$ cat src/rtl/id_ex_if.sv
// Decode-to-execute stage bundle: valid/ready handshake plus the payload
// carried between decode/register-read and execute.
//   valid      producer -> consumer  entry valid
//   ready      consumer -> producer  consumer can accept
//   exc/mem/wb producer -> consumer  execute / memory / writeback control bundles
//   r1e/r2e    producer -> consumer  scalar operands
//   imm        producer -> consumer  immediate
//   r1v/r2v    producer -> consumer  vector operands (LANES*LANE_W bits)
//   dest       producer -> consumer  destination register index
//   dest_type  producer -> consumer  0 = scalar dest, 1 = vector dest
// Modports: master = producer side, slave = consumer side.
interface id_ex_if #(
   parameter int LANES    = 12,
   parameter int LANE_W   = 16,
   parameter int SCALAR_W = 21,
   parameter int EXC_W    = 5,
   parameter int MEM_W    = 4,
   parameter int WB_W     = 2,
   parameter int DEST_W   = 4
);
   logic                      valid;
   logic                      ready;
   logic [EXC_W-1:0]          exc;
   logic [MEM_W-1:0]          mem;
   logic [WB_W-1:0]           wb;
   logic [SCALAR_W-1:0]       r1e;
   logic [SCALAR_W-1:0]       r2e;
   logic [SCALAR_W-1:0]       imm;
   logic [LANES*LANE_W-1:0]   r1v;
   logic [LANES*LANE_W-1:0]   r2v;
   logic [DEST_W-1:0]         dest;
   logic                      dest_type;

   modport master (
      output valid, exc, mem, wb, r1e, r2e, imm, r1v, r2v, dest, dest_type,
      input  ready
   );
   modport slave (
      input  valid, exc, mem, wb, r1e, r2e, imm, r1v, r2v, dest, dest_type,
      output ready
   );
endinterface

$ cat src/rtl/id_ex_stage_reg.sv
// Decode-to-execute pipeline register with valid/ready handshake, a 2-entry
// (main + skid) buffer, flush and NOP-bubble insertion. All state updates on
// the falling edge of clk; rst is synchronous, active-high.
// Ports:
//   clk, rst   stage clock (falling edge active), synchronous reset
//   flush      discard held and incoming entries
//   up         slave side of id_ex_if from decode; up.ready is registered
//   dn         master side of id_ex_if to execute; payload is registered,
//              exc/mem/wb forced to 0 while dn.valid = 0
//   stall_cnt, bubble_cnt  (only with ID_EX_PERF_CNT_EN defined) saturating
//              counters of stalled and empty-but-ready edges, cleared by rst only
// Optional feature macro: ID_EX_PERF_CNT_EN
module id_ex_stage_reg #(
   parameter int LANES    = 12,
   parameter int LANE_W   = 16,
   parameter int SCALAR_W = 21,
   parameter int EXC_W    = 5,
   parameter int MEM_W    = 4,
   parameter int WB_W     = 2,
   parameter int DEST_W   = 4
) (
   input  logic        clk,
   input  logic        rst,
   input  logic        flush,
   id_ex_if.slave      up,
   id_ex_if.master     dn
`ifdef ID_EX_PERF_CNT_EN
   ,
   output logic [31:0] stall_cnt,
   output logic [31:0] bubble_cnt
`endif
);
   localparam int VEC_W = LANES * LANE_W;
   localparam int PAY_W = EXC_W + MEM_W + WB_W + 3*SCALAR_W + 2*VEC_W + DEST_W + 1;

   logic [PAY_W-1:0] in_pay;
   logic [PAY_W-1:0] main_pay;
   logic [PAY_W-1:0] skid_pay;
   logic             main_v;
   logic             skid_v;
   logic             rdy_q;
   logic             accept;
   logic             fire;

   logic [EXC_W-1:0]    exc_q;
   logic [MEM_W-1:0]    mem_q;
   logic [WB_W-1:0]     wb_q;
   logic [SCALAR_W-1:0] r1e_q, r2e_q, imm_q;
   logic [VEC_W-1:0]    r1v_q, r2v_q;
   logic [DEST_W-1:0]   dest_q;
   logic                dest_type_q;

   assign in_pay = {up.exc, up.mem, up.wb, up.r1e, up.r2e, up.imm,
                    up.r1v, up.r2v, up.dest, up.dest_type};

   assign accept = up.valid && rdy_q;
   assign fire   = main_v && dn.ready;

   // rdy_q always mirrors !skid_v for the next cycle, so a full skid can
   // never coincide with an accept; the skid-drain branch therefore never
   // has an incoming entry to park.
   always_ff @(negedge clk) begin
      if (rst) begin
         main_v   <= 1'b0;
         skid_v   <= 1'b0;
         main_pay <= '0;
         skid_pay <= '0;
         rdy_q    <= 1'b1;
      end else if (flush) begin
         main_v <= 1'b0;
         skid_v <= 1'b0;
         rdy_q  <= 1'b1;
      end else if (!main_v || fire) begin
         if (skid_v) begin
            main_pay <= skid_pay;
            main_v   <= 1'b1;
            skid_v   <= 1'b0;
         end else begin
            main_v <= accept;
            if (accept) main_pay <= in_pay;
         end
         rdy_q <= 1'b1;
      end else if (accept) begin
         skid_pay <= in_pay;
         skid_v   <= 1'b1;
         rdy_q    <= 1'b0;
      end
   end

   assign {exc_q, mem_q, wb_q, r1e_q, r2e_q, imm_q,
           r1v_q, r2v_q, dest_q, dest_type_q} = main_pay;

   assign up.ready     = rdy_q;
   assign dn.valid     = main_v;
   // NOP bubble: control bundles zeroed when empty, data holds last value.
   assign dn.exc       = main_v ? exc_q : '0;
   assign dn.mem       = main_v ? mem_q : '0;
   assign dn.wb        = main_v ? wb_q  : '0;
   assign dn.r1e       = r1e_q;
   assign dn.r2e       = r2e_q;
   assign dn.imm       = imm_q;
   assign dn.r1v       = r1v_q;
   assign dn.r2v       = r2v_q;
   assign dn.dest      = dest_q;
   assign dn.dest_type = dest_type_q;

`ifdef ID_EX_PERF_CNT_EN
   always_ff @(negedge clk) begin
      if (rst) begin
         stall_cnt  <= '0;
         bubble_cnt <= '0;
      end else begin
         if (main_v && !dn.ready && stall_cnt != 32'hFFFF_FFFF)
            stall_cnt <= stall_cnt + 32'd1;
         if (!main_v && dn.ready && bubble_cnt != 32'hFFFF_FFFF)
            bubble_cnt <= bubble_cnt + 32'd1;
      end
   end
`endif
endmodule

$ cat src/flat_wrapper.sv
// flat-port wrapper written by rule: the top's interface ports become plain ports
module id_ex_stage_reg_flat 
#(
   parameter int LANES    = 12,
   parameter int LANE_W   = 16,
   parameter int SCALAR_W = 21,
   parameter int EXC_W    = 5,
   parameter int MEM_W    = 4,
   parameter int WB_W     = 2,
   parameter int DEST_W   = 4
)
  (clk, rst, flush, up_valid, up_exc, up_mem, up_wb, up_r1e, up_r2e, up_imm, up_r1v, up_r2v, up_dest, up_dest_type, up_ready, dn_valid, dn_exc, dn_mem, dn_wb, dn_r1e, dn_r2e, dn_imm, dn_r1v, dn_r2v, dn_dest, dn_dest_type, dn_ready);
  id_ex_if #(.LANES(LANES), .LANE_W(LANE_W), .SCALAR_W(SCALAR_W), .EXC_W(EXC_W), .MEM_W(MEM_W), .WB_W(WB_W), .DEST_W(DEST_W)) up_i ();
  id_ex_if #(.LANES(LANES), .LANE_W(LANE_W), .SCALAR_W(SCALAR_W), .EXC_W(EXC_W), .MEM_W(MEM_W), .WB_W(WB_W), .DEST_W(DEST_W)) dn_i ();
  input  logic clk;
  input  logic rst;
  input  logic flush;
  input wire logic [$bits(up_i.valid)-1:0] up_valid;
  input wire logic [$bits(up_i.exc)-1:0] up_exc;
  input wire logic [$bits(up_i.mem)-1:0] up_mem;
  input wire logic [$bits(up_i.wb)-1:0] up_wb;
  input wire logic [$bits(up_i.r1e)-1:0] up_r1e;
  input wire logic [$bits(up_i.r2e)-1:0] up_r2e;
  input wire logic [$bits(up_i.imm)-1:0] up_imm;
  input wire logic [$bits(up_i.r1v)-1:0] up_r1v;
  input wire logic [$bits(up_i.r2v)-1:0] up_r2v;
  input wire logic [$bits(up_i.dest)-1:0] up_dest;
  input wire logic [$bits(up_i.dest_type)-1:0] up_dest_type;
  output wire logic [$bits(up_i.ready)-1:0] up_ready;
  output wire logic [$bits(dn_i.valid)-1:0] dn_valid;
  output wire logic [$bits(dn_i.exc)-1:0] dn_exc;
  output wire logic [$bits(dn_i.mem)-1:0] dn_mem;
  output wire logic [$bits(dn_i.wb)-1:0] dn_wb;
  output wire logic [$bits(dn_i.r1e)-1:0] dn_r1e;
  output wire logic [$bits(dn_i.r2e)-1:0] dn_r2e;
  output wire logic [$bits(dn_i.imm)-1:0] dn_imm;
  output wire logic [$bits(dn_i.r1v)-1:0] dn_r1v;
  output wire logic [$bits(dn_i.r2v)-1:0] dn_r2v;
  output wire logic [$bits(dn_i.dest)-1:0] dn_dest;
  output wire logic [$bits(dn_i.dest_type)-1:0] dn_dest_type;
  input wire logic [$bits(dn_i.ready)-1:0] dn_ready;
  assign up_i.valid = up_valid;
  assign up_i.exc = up_exc;
  assign up_i.mem = up_mem;
  assign up_i.wb = up_wb;
  assign up_i.r1e = up_r1e;
  assign up_i.r2e = up_r2e;
  assign up_i.imm = up_imm;
  assign up_i.r1v = up_r1v;
  assign up_i.r2v = up_r2v;
  assign up_i.dest = up_dest;
  assign up_i.dest_type = up_dest_type;
  assign up_ready = up_i.ready;
  assign dn_valid = dn_i.valid;
  assign dn_exc = dn_i.exc;
  assign dn_mem = dn_i.mem;
  assign dn_wb = dn_i.wb;
  assign dn_r1e = dn_i.r1e;
  assign dn_r2e = dn_i.r2e;
  assign dn_imm = dn_i.imm;
  assign dn_r1v = dn_i.r1v;
  assign dn_r2v = dn_i.r2v;
  assign dn_dest = dn_i.dest;
  assign dn_dest_type = dn_i.dest_type;
  assign dn_i.ready = dn_ready;
  id_ex_stage_reg #(.LANES(LANES), .LANE_W(LANE_W), .SCALAR_W(SCALAR_W), .EXC_W(EXC_W), .MEM_W(MEM_W), .WB_W(WB_W), .DEST_W(DEST_W)) u_core (.clk(clk), .rst(rst), .flush(flush), .up(up_i), .dn(dn_i));
endmodule
$ cat config.mk
export PLATFORM = sky130hd
export DESIGN_NAME = id_ex_stage_reg_flat
export DESIGN_NICKNAME = d
export VERILOG_FILES = /design/src/rtl/id_ex_if.sv /design/src/rtl/id_ex_stage_reg.sv /design/src/flat_wrapper.sv
export SDC_FILE = /design/constraint.sdc
export NUM_CORES = 2
export LEC_CHECK = 0
export BUFFER_PORTS_ARGS = -buffer_cell sky130_fd_sc_hd__buf_2
export CAP_MARGIN = 10
export CORE_AREA = 3 3 364 366
export CTS_BUF_LIST = sky130_fd_sc_hd__clkbuf_8 sky130_fd_sc_hd__clkbuf_16
export CTS_CLUSTER_DIAMETER = 60
export CTS_CLUSTER_SIZE = 30
export DETAILED_ROUTE_END_ITERATION = 10
export DIE_AREA = 0 0 367 369
export PLACE_DENSITY = 0.67
export RECOVER_POWER = 25
export SYNTH_ARGS = -nofsm -noshare
export SYNTH_HDL_FRONTEND = slang
export SYNTH_SLANG_ARGS = --single-unit
$ cat constraint.sdc
create_clock -name clk -period 3.61 [get_ports clk]
set_input_delay 0.722 -clock clk [delete_from_list [all_inputs] [get_ports clk]]
set_output_delay 0.722 -clock clk [all_outputs]
set_load 0.05 [all_outputs]
== Yosys cells after proc, flatten, opt, wreduce, memory -nomap -nowiden ==
Cells that the tools add are included.
W data, S select, Z words.
Cells by class
  add/subtract/negate cells: 0
  multiply operators: 0
  divide/modulo/power cells: 0
  order comparisons: 0
  equal/unequal tests: 0
  shifts and indexed selects: 0
  muxes and demuxes: 6
  bitwise logic cells: 2
  reductions and logical operators: 9
Operators with widths (number)
  $mux W463: 2
  $reduce_and A3 Y1: 2
  $mux W5: 1
  $mux W4: 1
  $reduce_or A3 Y1: 1
  $logic_and A1 B1 Y1: 2
  $mux W2: 1
  $not A1 Y1: 2
  $reduce_bool A2 Y1: 1
  $reduce_or A2 Y1: 1
  $logic_not A1 Y1: 1
  $logic_or A1 B1 Y1: 1
  $mux W1: 1
Word-level totals
  bits in registers: 929
  bits in latches: 0
  memory bits (writable): 0
  bits in read-only memories: 0
  word-level logic and storage cells: 22
  memories kept: 0

== Longest topological paths before layout ==
  word-level depth: 4
  depth in mapped cells: 8

==> reports/qor.yml <==
status: "finished, violations left"
violations: "negative setup slack"
synth_top_area_frac: 0.386
worstSkewPairLatency_ps: 750
routed_wl_um: 163000
routabilityCongestion: 0.863
async_reset_ff_frac: 0
cp-end-kind: "output pin"
yosys.area.top_type: "dfxtp_1"
pin_count: 933
final_net_count: 7004
vias: 42900
hold_class: "flop to flop"
synth_enable_flop_cells: 0
postSynthCellCount: 5110
synth_flop_cell: "dfxtp_1"
drive_above_1_share: 0.374
required_ps: 2890
dr.pass1.iters: 5
grt_use_total: 0.223
crit_family: "flip-flops"
grt-ovfl-total: 0
coreArea_mm2: 0.129
dp_hpwl_um: 103000
r2r-start: "u_core.skid_v"
setup_viol: 705
port_buffers: 932
power_leakage_nw: 27.9
grt_util_met1: 0.247
fin_util: 0.508
cts_buffers: 83
ys_ff_latch: 929
path_cells: "buf_12, and2_2, buf_6"
initial_utilization: 0.372
critPathSlowestCell: "dfxtp_4"
die_area_mm2: 0.135
cts-htree-levels: 3
syn_area_mm2: 0.0481
synth_fp_nets: 5578
grt_pass1_wl_um: 244000
holdWs_ps: 459
ys_seq_area_frac: 0.386
area_delta_synth_final_pct: 36.6
skew_ps: 65.7
grt_antenna_before_repair: 76
die_y_um: 369
slew_headroom: 0.435
start_kind: "flop"
worst_pin_slew_ps: 848
ir_drop_v: 0.000348
drtIter0Drc: 2886
drv_cap: 0
cts_tree: "yes"
drtAntennaViolNets: 0
synth_cell_types: 20
yosys_warnings: 0
grt_max_degree: 66
power_density_mw_per_mm2: 465
critPathLaunch: "u_core.dn.valid"
hold_start: "u_core.main_pay[460]"
post-route-drc-count: 0
grt_use_met2: 0.358
slew_violations: 0
synth.most_common_cell: "dfxtp_1"
worstPathArrival_ps: 3330
met3_usage: 0.0886
placementRows: 132
clkTransAtPathRegs_ps: 30
final_hold_viol_count: 0
yosys-top-cells-count: "929 x dfxtp_1, 927 x nand2b_1, 465 x inv_1"
hold_buffers: 0
post_drt_via_cell_ratio: 5.10
postSynthAreaPerCell_um2: 9.42
clock_path_buffers: 3
cts_root_buffer: "clkbuf_16"
critPathBufInv: 2
fin_ws_ps: -441
slowest_delay_ps: 350
grt_pass1_vias: 45000
grt_setup_unrepaired: "true"
dieWidth_um: 367
cts_sinks: 929
synth_area_leaders: "dfxtp_1 39%, nand2b_1 12%, mux2_2 11%"
gr-max-usage-layer: "met2"
wl_per_cell_um: 19.4
cp_max_fo: 10
critical_path_class: "flop to output pin"
==> per-stage QoR <==
step	area, um^2	total power, mW	worst slack [ps]	std cells	setup TNS [ps]
2_1_floorplan	48500	15.9	-205	5110	-69070
3_3_place_gp	52900	16.8	-506	7156	-271040
3_5_place_dp	52900	16.9	-514	7156	-291230
4_1_cts	65000	30.7	-469	8292	-76210
5_1_grt	65700	32.4	-510	8395	-144800
6_report	65800	30.6	-441	8410	-68540
==> power by group <==
part           switching, mW  internal, mW  total, mW
Clock                   7.92          6.35       14.3
Combinational           2.87          2.22       5.09
Sequential             0.431          10.8       11.2
==> layout by cell type, fill, tap and decap left out, types with 2 or more instances in the layout <==
| cell type | netlist | final |
|---|---|---|
| clkbuf_1 | 346 | 3 |
| clkinv_4 | 0 | 10 |
| dfxtp_1 | 929 | 474 |
| dfxtp_2 | 0 | 361 |
| dfxtp_4 | 0 | 94 |
| and2_4 | 0 | 6 |
| inv_8 | 0 | 13 |
| diode_2 | 0 | 64 |
| inv_12 | 0 | 3 |
| nand2b_1 | 927 | 927 |
| nor4_1 | 464 | 464 |
| a211oi_2 | 70 | 69 |
| nor3_1 | 2 | 2 |
| buf_6 | 8 | 20 |
| buf_8 | 0 | 423 |
| inv_1 | 465 | 1399 |
| clkinv_8 | 0 | 5 |
| inv_16 | 0 | 4 |
| mux2_2 | 463 | 463 |
| clkbuf_2 | 0 | 3 |
| clkinvlp_2 | 0 | 6 |
| bufinv_16 | 0 | 5 |
| clkbuf_4 | 0 | 6 |
| inv_4 | 0 | 4 |
| inv_6 | 0 | 8 |
| mux2i_1 | 463 | 463 |
| buf_4 | 451 | 308 |
| clkinv_16 | 0 | 4 |
| clkbuf_16 | 0 | 85 |
| and2_2 | 0 | 5 |
| buf_12 | 0 | 101 |
| buf_2 | 97 | 466 |
| a211oi_1 | 394 | 395 |
==> area by class of cell <==
| cell class | instances | area, um^2 |
|---|---|---|
| flip-flops and latches | 929 | 19400 |
| diodes | 64 | 160 |
| clock buffers | 85 | 2130 |
| multi-input cells | 2799 | 22500 |
| repair buffers | 1330 | 13300 |
| fillers | 11200 | 63700 |
| well taps | 1742 | 2180 |
| inverters | 464 | 1740 |
| clock inverters | 997 | 4350 |
==> routing by layer <==
metal | vias up | part of all wire
met2 | 1739 | 0.48
met3 | 445 | 0.077
met5 | - | 0.00069
met1 | 20700 | 0.39
met4 | 20 | 0.051
li1 | 20000 | -
==> final timing paths <==
check	end	slack (ps)	depth (start not counted)
setup / recovery	dn_wb[1]	-440	3
hold / removal	u_core.main_pay[460]	460	2
setup reg to reg	u_core.main_pay[69]	980	5
hold reg to reg	u_core.main_pay[460]	460	2
==> cells by family after synthesis <==
group	Yosys count	share of synthesized area
and+or+nand+nor	1407	0.183
muxes	926	0.205
AOI/OAI and AO/OA	466	0.0798
buffers and inverters	1382	0.147
DFF	929	0.386
==> flip-flops by register name, indices dropped and copies added (netlist names) <==
register         count
u_core.skid_v        1
u_core.dn.valid      1
u_core.up.ready      1
u_core.skid_pay    463
u_core.main_pay    463
==> worst register-to-register path: stages, from the launching register on <==
cell,delay (ps)
dfxtp_4,870
a21oi_1,170
or3_1,450
buf_12,200
clkbuf_4,430
a211oi_1,430
==> what timing repair did <==
| action | in CTS | in global routing |
|---|---|---|
| setup buffers | 55 | 54 |
| pin swaps | 1 | 0 |
| hold endpoints to repair | 0 | 0 |
| gates resized for setup | 1865 | 100 |
| endpoints found under the setup margin | 465 | 465 |
Note: power is estimated with default switching activity, not from simulation.
